**config.mk**
```make
export PLATFORM = sky130hd
export DESIGN_NAME = seg_scan_decode
export DESIGN_NICKNAME = d
export VERILOG_FILES = /design/src/rtl/seg_scan_decode.sv
export SDC_FILE = /design/constraint.sdc
export NUM_CORES = 1
export LEC_CHECK = 0
export CORE_MARGIN = 5
export CORE_UTILIZATION = 60
export CTS_CLUSTER_DIAMETER = 200
export CTS_CLUSTER_SIZE = 10
export DETAILED_ROUTE_END_ITERATION = 6
export HOLD_SLACK_MARGIN = 0.12
export PLACE_DENSITY = 0.82
export RECOVER_POWER = 50
export SLEW_MARGIN = 10
export SYNTH_ARGS = -nofsm -noshare
export SYNTH_HDL_FRONTEND = slang
export SYNTH_SLANG_ARGS = --single-unit
```
**constraint.sdc**
```tcl
create_clock -name clk -period 2.95 [get_ports clk]
set_clock_uncertainty 0.05 [all_clocks]
set_input_delay 0.295 -clock clk [delete_from_list [all_inputs] [get_ports clk]]
set_output_delay 0.295 -clock clk [all_outputs]
set_load 0.01 [all_outputs]
```
**src/rtl/seg_scan_decode.sv**
```systemverilog
// Recovers hex digits from a multiplexed active-low segment/select bus; optional SEG_DP_EN includes dp in compare.
// Latency: event valid 2 cycles after the STABLE-th matching selected sample when the output is idle.
// Backpressure: output register holds while o_vld & !i_rdy; commits queue as per-digit dirty flags.
module seg_scan_decode #(
  parameter int NDIG   = 2,
  parameter int STABLE = 4
) (
  input  logic            clk,
  input  logic            rst,
  input  logic [7:0]      i_seg,
  input  logic [NDIG-1:0] i_dig,
  output logic            o_vld,
  input  logic            i_rdy,
  output logic [2:0]      o_idx,
  output logic [3:0]      o_hex,
  output logic            o_err,
  output logic            o_dp
);

  localparam logic [3:0] STABLE_C = 4'(STABLE);

  logic [7:0]      raw;
  logic [NDIG-1:0] sel;
  logic            sel_vld;

  logic [7:0]      cand_q [NDIG];
  logic [3:0]      cnt_q  [NDIG];
  logic [7:0]      comm_q [NDIG];
  logic [NDIG-1:0] dirty_q;

  logic [3:0]      cnt_upd [NDIG];
  logic [NDIG-1:0] commit;
  logic [NDIG-1:0] dirty_nxt;

  logic            load;
  logic            pick_vld;
  logic [2:0]      pick_idx;
  logic [7:0]      pick_pat;
  logic [NDIG-1:0] pick_oh;

  // returns {err, hex}; blank and any non-glyph pattern report err with hex 0
  function automatic logic [4:0] glyph(input logic [6:0] p);
    case (p)
      7'h7E:   glyph = 5'h00;
      7'h30:   glyph = 5'h01;
      7'h6D:   glyph = 5'h02;
      7'h79:   glyph = 5'h03;
      7'h33:   glyph = 5'h04;
      7'h5B:   glyph = 5'h05;
      7'h5F:   glyph = 5'h06;
      7'h70:   glyph = 5'h07;
      7'h7F:   glyph = 5'h08;
      7'h7B:   glyph = 5'h09;
      7'h77:   glyph = 5'h0A;
      7'h1F:   glyph = 5'h0B;
      7'h4E:   glyph = 5'h0C;
      7'h3D:   glyph = 5'h0D;
      7'h4F:   glyph = 5'h0E;
      7'h47:   glyph = 5'h0F;
      default: glyph = 5'h10;
    endcase
  endfunction

  always_comb begin
    raw = ~i_seg;
`ifndef SEG_DP_EN
    raw[0] = 1'b0;
`endif
    sel     = ~i_dig;
    sel_vld = $onehot(sel);
  end

  always_comb begin
    for (int d = 0; d < NDIG; d++) begin
      if (raw == cand_q[d]) begin
        cnt_upd[d] = (cnt_q[d] >= STABLE_C) ? STABLE_C : cnt_q[d] + 4'd1;
      end else begin
        cnt_upd[d] = 4'd1;
      end
      commit[d] = sel_vld && sel[d] && (cnt_upd[d] == STABLE_C) && (raw != comm_q[d]);
    end
  end

  // descending scan so the lowest dirty index wins
  always_comb begin
    pick_vld = 1'b0;
    pick_idx = 3'd0;
    pick_pat = 8'h00;
    pick_oh  = '0;
    for (int d = NDIG - 1; d >= 0; d--) begin
      if (dirty_q[d]) begin
        pick_vld   = 1'b1;
        pick_idx   = 3'(d);
        pick_pat   = comm_q[d];
        pick_oh    = '0;
        pick_oh[d] = 1'b1;
      end
    end
  end

  assign load = !o_vld || i_rdy;

  // a commit landing on the digit being loaded keeps it dirty so the newer value follows
  always_comb begin
    dirty_nxt = dirty_q;
    if (load) dirty_nxt = dirty_nxt & ~pick_oh;
    dirty_nxt = dirty_nxt | commit;
  end

  always_ff @(posedge clk or negedge rst) begin
    if (!rst) begin
      for (int d = 0; d < NDIG; d++) begin
        cand_q[d] <= 8'h00;
        cnt_q[d]  <= 4'd0;
        comm_q[d] <= 8'h00;
      end
      dirty_q <= '0;
      o_vld   <= 1'b0;
      o_idx   <= 3'd0;
      o_hex   <= 4'd0;
      o_err   <= 1'b0;
      o_dp    <= 1'b0;
    end else begin
      for (int d = 0; d < NDIG; d++) begin
        if (sel_vld && sel[d]) begin
          cand_q[d] <= raw;
          cnt_q[d]  <= cnt_upd[d];
          if (commit[d]) comm_q[d] <= raw;
        end
      end
      dirty_q <= dirty_nxt;
      if (load) begin
        o_vld <= pick_vld;
        if (pick_vld) begin
          o_idx          <= pick_idx;
          {o_err, o_hex} <= glyph(pick_pat[7:1]);
          o_dp           <= pick_pat[0];
        end
      end
    end
  end

endmodule

```
After elaboration in Yosys (flattened, before gate mapping)
Cells that the tools add are included. Widths: inputs -> output; s select.

Bits in registers: 48. Latch bits: 0. Memory bits (writable): 0. Bits in read-only memories: 0. Input bits: 13. Output and inout bits: 10. Logic and storage cells: 70. Memories kept: 0.

$add $sub $neg: 3. Multipliers: 0. Divide/modulo/power cells: 0. Order comparisons: 2. Equal/unequal tests: 23. Shift operators: 0. Muxes and demuxes: 14. Bitwise logic cells: 5. Reduce and logical (&&, ||, !) cells: 11.

Operators with widths (count): $eq 7x7->1 const B (12); $pmux 5 s16 (1); $eq 7x6->1 const B (3); $mux 4 (4); $mux 8 (2); $eq 7x7->1 (2); $ne 7x7->1 (2); $add 4x1->4 const B (2); $eq 4x3->1 const B (2); $ge 4x3->1 const B (2); $not 8->8 (1); $eq 7x5->1 const B (1); $logic_and 1x1->1 (6); $mux 2 (3); $reduce_and 2->1 (3); $not 2->2 (2); $mux 1 (3); $mux 3 (1); $add 1x1->2 (1); $and 2x2->2 (1); $eq 2x1->1 const B (1); $or 2x2->2 (1); $logic_not 1->1 (1); $logic_or 1x1->1 (1).

Depth between registers and ports, before layout
Gate-level depths: netlist (run 1).

Depth in word-level cells: 7. Mapped depth: 7. Depth with buffers taken out: 6.

Worst setup path after synthesis (run 1)
No wires, ideal clock.

Kind: flip-flop to flip-flop. Start: reg dirty_q[1]. End: reg o_hex[1]. Library setup time: 0.126 ns. Arrival: 1.773 ns. Required time: 2.774 ns. Path slack: 1.001 ns. Stages on the path, launching flop included: 8. Path buffers: 2. Clock period less this slack: 1.949 ns. Cell sequence: dfrtp_1 clkbuf_1 buf_2 nand4b_1 a22oi_1 a32o_1 or3_1 o32a_1.

Longest elaborated chain between the ends: 4. Elaborated cells on any way between the ends: 22. Those cells by class: eq/ne (16); mux (5); reduce/logical (1).

Ends and longest elaborated chain: start, declared (RTL line 29) `logic [NDIG-1:0] dirty_q;`; start signal, assigned (RTL line 131) `dirty_q <= dirty_nxt;`; $mux 8 (2 in a row) (RTL line 91) `if (dirty_q[d]) begin`; $eq 7x7->1, or another cell as far along (RTL line 43) `case (p)`; $pmux 5 s16 (RTL line 43); end signal, assigned (RTL line 136) `{o_err, o_hex} <= glyph(pick_pat[7:1]);`; end, declared (RTL line 15) `output logic [3:0] o_hex,`.

Parallel ways exist; a longest one is shown, timed or not. A chain may end at the register's enable or synchronous reset.

Worst setup path after layout (run 1)
Start: reg dirty_q[0]. End: reg o_hex[1].

Longest elaborated chain between the ends: 3. Elaborated cells on any way between the ends: 20. Those cells by class: eq/ne (16); mux (3); reduce/logical (1).

Ends and longest elaborated chain (RTL line): $mux 8 (91); $eq 7x7->1, or another cell as far along (43); $pmux 5 s16 (43).

Parallel ways exist; a longest one is shown, timed or not.

==> flow_metrics.tcl, run 1 <==
set metrics [dict create \
    status "finished, violations left" \
    violations "max-capacitance violations, max-slew violations" \
    stdcell_count 355 \
    synth_area_um2 2680 \
    rows 24 \
    synth_top_area_cell "dfrtp_1" \
    drcViolationCount 0 \
    die-area_um2 5910 \
    path_clk_slew_ps 90 \
    synthCells 289 \
    cts_resized 0 \
    antenna_cells 0 \
    ctsHoldBuffers 0 \
    arrival_ps 2680 \
    clkLatencyLatePin_ps 300 \
    initial_core_util 0.616 \
    path_class "flip-flop to flip-flop" \
    synthFlopType "dfrtp_1" \
    tns_ps 0 \
    wire_per_inst_um 15.9 \
    async_reset_ff_frac 1.00 \
    start_kind "flip-flop" \
    cts_buffers 5 \
    powerDensity_nw_per_um2 425 \
    crit_path_end_kind "flip-flop" \
    wirelength_um 5640 \
    h-tree-depth 2 \
    core_area_um2 4350 \
    syn_to_final_growth_pct 10.7 \
    grt_pass1_vias 2067 \
    synth.distinct_cells 51 \
    yosys_register_bits 45 \
    tightest_slew_ps 2390 \
    gp_congestion 0.891 \
    fin_crit_sh 0.859 \
    drt_iter0_drc 194 \
    hold_violations 0 \
    viasPerCell 6.02 \
    crit_fanout 36 \
    overflow 0 \
    cts_setup_buffers 0 \
    fmax_mhz 394 \
    yosysSeqAreaShare 0.420 \
    dr_total_vias 2137 \
    holdCritPathClass "flip-flop to flip-flop" \
    antenna_found_initial 0 \
    dpl.hpwl_um 4030 \
    p_leak_nw 1.24 \
    tritoncts "yes" \
    required_ps 3090 \
    max-slew-margin-rel -0.592 \
    grt_max_degree 46 \
    avgSynthCellArea_um2 9.29 \
    fin_util 0.682 \
    dr.pass1.iters 4 \
    min_period_ps 2540 \
    setup_violations 0 \
    grt_pass1_wl_um 10000 \
    yosysWarningCount 0 \
    maxSlewViolCount 46 \
    rsz0062_at_grt "no" \
    dp.cells 347 \
    port_buffers 18 \
    detail-route-antenna-nets 0 \
    fin_nets 317 \
    holdWs_ps 437 \
    die_x_um 76.9 \
    grt_usage 0.205 \
    clock-sinks 45 \
    max_stage_delay_ps 940 \
    crit_slowest_cell "dfrtp_1" \
    netlist.area_leader.share 0.420 \
    ir_worst_vdd_mv 0.266 \
    drv_cap 1 \
    cts-root-buf "clkbuf_8" \
    ys_top_cells_by_area "dfrtp_1 42%, nand2_1 5.7%, mux2i_1 5.2%, o21ai_0 4.7%, xnor2_1 4.6%" \
    ioPinCount 23 \
    drive_above_1_share 0.0594 \
    cts_buffer_depth 2 \
    synth-edff-count 0 \
    die_h_um 76.9 \
    path_cells "nand4b_1, a22oi_1, a32o_1, or3_1, o32a_1" \
]
-- per-stage QoR --
step | setup slack (ps) | total power, W | instance area [um2]
floorplan | 1000 | 0.000764 | 2690
global placement | 421 | 0.000801 | 2860
detailed placement | 415 | 0.000808 | 2860
CTS | 454 | 0.00128 | 2980
global route | 218 | 0.00132 | 2970
finish | 415 | 0.00126 | 2970
-- worst paths after layout --
check | to | start | cells after the start | slack (ps)
max | o_hex[1] | dirty_q[0] | 5 | 410
min | o_err | o_err | 2 | 440
max reg2reg | o_hex[1] | dirty_q[0] | 5 | 410
min reg2reg | o_err | o_err | 2 | 440
max in group asynchronous | comm_q[4] | rst | 1 | 820
min in group asynchronous | o_hex[0] | rst | 1 | 660
-- state kept, by name, indices dropped and copies added (netlist names) --
| signal | cells |
|---|---|
| o_err | 1 |
| cand_q | 14 |
| cnt_q | 8 |
| o_idx | 1 |
| o_hex | 4 |
| o_vld | 1 |
| comm_q | 14 |
| dirty_q | 2 |
-- power by group --
group          switching (W)  internal (W)
combinational      0.0000720     0.0000548
clock               0.000213      0.000254
sequential         0.0000227      0.000645
total               0.000307      0.000955
-- cells in the final DEF (no fill, tap or decap), types with 4 or more instances in the layout --
cell type,Yosys,final
nand3b_1,5,5
nand2_1,41,41
nand3_1,8,8
nand2b_1,5,5
dfrtp_1,45,45
xor2_1,14,14
o21ai_0,25,25
buf_4,5,5
clkdlybuf4s50_1,0,16
nor2_1,11,11
inv_1,14,14
xnor2_1,14,14
nand4_1,5,5
clkbuf_8,0,5
and2_1,4,4
a22oi_1,5,5
nand4b_1,4,4
nor3_1,4,4
mux2i_1,14,14
a21oi_1,7,7
-- routing by layer --
layer / vias to the layer above / global-route usage / part of all wire / wire [um]
li1: 1046 / - / - / -
met1: 1031 / 0.299 / 0.48 / 2720
met2: 56 / 0.317 / 0.47 / 2630
met4: 0 / 0.0524 / 0.0069 / 39
met5: - / 0 / 0 / 0
met3: 4 / 0.0351 / 0.044 / 249
-- area by class of cell --
cell class / instances / area (um2)
Timing Repair Buffer: 24 / 215
Sequential cell: 45 / 1130
Inverter: 14 / 52.6
Clock inverter: 2 / 38.8
Clock buffer: 6 / 72.6
Multi-Input combinational cell: 212 / 1400
Tap cell: 52 / 65.1
Fill cell: 362 / 1380
-- Yosys cell counts, types with 5 or more instances --
cell type	number
nand2_1	41
buf_2	9
clkbuf_1	5
inv_1	14
mux2i_1	14
xor2_1	14
o21ai_0	25
nand4_1	5
buf_4	5
a22oi_1	5
xnor2_1	14
dfrtp_1	45
nand3_1	8
nor2_1	11
nand2b_1	5
nand3b_1	5
a21oi_1	7
-- worst max-delay path: cells and delay by family (launching register included) --
family           cells  cell delay (ps)
flip-flops           1              940
AO/OA/AOI/OAI        3              770
AND/OR/NAND/NOR      2              670
-- kinds of logic after synthesis --
kind of cell             share of synthesized area
multiplexers                                0.0564
AO/OA/AOI/OAI                                0.147
XOR/XNOR                                    0.0914
AND/OR/NAND/NOR                              0.214
buffers and inverters                       0.0615
adder cells (fa/ha/maj)                    0.00932
flip-flops                                   0.420
other                                      0.00140
Power figures use the tool's default switching activity.
==> run 2: changes to the inputs <==
Settings changed: CTS_CLUSTER_DIAMETER 200 to 40, SLEW_MARGIN 10 to 5.
==> results of run 2 <==
No change in the layout: final DEF, timing and power equal those of run 1.
==> run 3: changes to the inputs <==
Settings changed: CORE_UTILIZATION 60 to 52, PLACE_DENSITY 0.82 to 0.76.
Clock period 2.95 ns to 2 ns, I/O delays scaled along.
==> run 3 against run 2 <==
The flow finishes with violations (negative setup slack); cell count up 20%; final area up 19%; combinational power increased by 71%; die area rose by 13%; wire length up 20%; sequential cell count did not move; worst hold slack better by 2.2 ps; worst setup slack lost 450 ps; critical path depth up 2; power rose by 48%; sequential share of layout area fell by 6.0 points.
==> flow_metrics.tcl, run 3 (same netlist as run 1, synthesis figures left out) <==
set metrics [dict create \
    drcViolationCount 0 \
    seq_area_um2 1130 \
    rsz0062_at_grt "yes" \
    wire_per_inst_um 15.8 \
    gp_congestion 0.841 \
    powerDensity_nw_per_um2 530 \
    dpl.hpwl_um 4800 \
    drt_iter0_drc 167 \
    reg2reg_from "dirty_q[0]" \
    path_delay_family "simple AND/OR/NAND/NOR gates" \
    maxSlewViolCount 0 \
    fmax_mhz 491 \
    r2r_end "o_hex[3]" \
    final_area_um2 3530 \
    clock-sinks 45 \
    cts_buffers 5 \
    fin_nets 372 \
    max_stage_delay_ps 550 \
    ir_worst_vdd_mv 0.506 \
    post_dp_cell_area_um2 3260 \
    layout_commonest_cell "buf_4" \
    fin_crit_sh 1.02 \
    drv_cap 0 \
    max-slew-margin-rel 0.263 \
    rows 26 \
    power_w 0.00187 \
    path_cells "or4bb_4, a221oi_2, buf_4, buf_6, nand2_2, o211ai_1, mux2_4" \
    setup_slack_ps -37.2 \
    antenna_found_initial 0 \
    setup_violations 4 \
    crit_end "o_hex[3]" \
    fin_util 0.696 \
    p_leak_nw 1.53 \
    tns_ps -121 \
    reg2reg_setup_slack_ps -40 \
    crit_fanout 7 \
    grt_pass1_wl_um 11500 \
    required_ps 2200 \
    tightest_slew_ps 1100 \
    hold_depth 2 \
    cp_num_cells 7 \
    cts_buffer_depth 2 \
    overflow 0 \
    tritoncts "yes" \
    clkLatencyLatePin_ps 300 \
    ioPinCount 23 \
    wirelength_um 6740 \
    grt_pass1_vias 2373 \
    status "finished, violations left" \
    holdCritPathClass "flip-flop to flip-flop" \
    arrival_ps 2230 \
    crit_slowest_cell "or4bb_4" \
    violations "negative setup slack" \
    initial_core_util 0.529 \
    cts-root-buf "clkbuf_8" \
    syn_to_final_growth_pct 31.7 \
    die_x_um 81.8 \
    crit_path_end_kind "flip-flop" \
    dr_total_vias 2342 \
    die_h_um 81.8 \
    multiInputGateArea_um2 1500 \
    h-tree-depth 2 \
    dr.pass1.iters 4 \
    r2r_cells 7 \
    hold_violations 0 \
    port_buffers 18 \
    drive_above_1_share 0.255 \
    grt_max_degree 46 \
    reg.largest.list "cand_q x14, comm_q x14, cnt_q x8" \
    core_area_um2 5070 \
    path_clk_slew_ps 90 \
    path_buf_inv 2 \
    start_kind "flip-flop" \
    die-area_um2 6700 \
    fillers 382 \
    detail-route-antenna-nets 0 \
    min_period_ps 2040 \
    crit_start "dirty_q[0]" \
    path_class "flip-flop to flip-flop" \
    grt_usage 0.226 \
    viasPerCell 5.48 \
    layout_common_cells "49 x buf_4, 43 x dfrtp_1, 38 x nand2_1" \
    antenna_cells 0 \
]
-- run 3: changes by cell type in the layout (fill, tap and decap cells not counted), sizes merged --
cell,before,now
clkbuf,8,9
dlygate4sd3,1,2
buf,5,57
-- run 3: metrics by stage --
stage          instances  hold WS [ps]  setup slack (ps)
6_report             427           440             -37.2
5_1_grt              427           473              -105
4_1_cts              425           434             -18.1
3_5_place_dp         413           269              -265
3_3_place_gp         413           267              -223
2_1_floorplan        291          -146              50.7
-- run 3: worst reg2reg max path: stages (launching register included) --
cell and delay (ps):
dfrtp_2 480, or4bb_4 550, a221oi_2 250, buf_4 170, buf_6 90, nand2_2 40
o211ai_1 150, mux2_4 210
-- run 3: metal layers --
metal | up-vias | global-route usage | routed length, um
met3 | 14 | 0.0318 | 217
met4 | 0 | 0.0963 | 137
met5 | - | 0 | 0
li1 | 1148 | - | -
met1 | 1131 | 0.288 | 2890
met2 | 49 | 0.381 | 3500
-- run 3: final cells by class --
cell class,instances,share of cell area
inverters,14,0.0149
multi-input cells,212,0.423
clock buffers,5,0.0195
repair buffers,79,0.188
clock inverters,2,0.00992
well taps,70,0.0248
flip-flops and latches,45,0.319
-- run 3: what timing repair did --
action	CTS	global route
hold buffers	1	0
setup buffers	4	2
endpoints found under the setup margin	5	17
resized for setup	14	15
hold endpoints to repair	45	0
pin swaps	8	11
gates cloned	0	0
-- run 3: worst min path at each step --
stage          startpoint         end  slack, ps
5_1_grt          o_hex[0]    o_hex[0]        470
6_report            o_err       o_err        440
3_3_place_gp          rst    o_idx[0]        270
4_1_cts             o_err       o_err        430
3_5_place_dp          rst   cand_q[3]        270
2_1_floorplan         rst  cand_q[10]       -150
-- run 3: power by group --
group          leakage [nW]  internal [W]  switching [W]  total [W]
clock                0.0540      0.000363       0.000307   0.000671
combinational         0.960     0.0000985       0.000118   0.000217
sequential            0.514      0.000952      0.0000323   0.000984
total                  1.53       0.00141       0.000458    0.00187
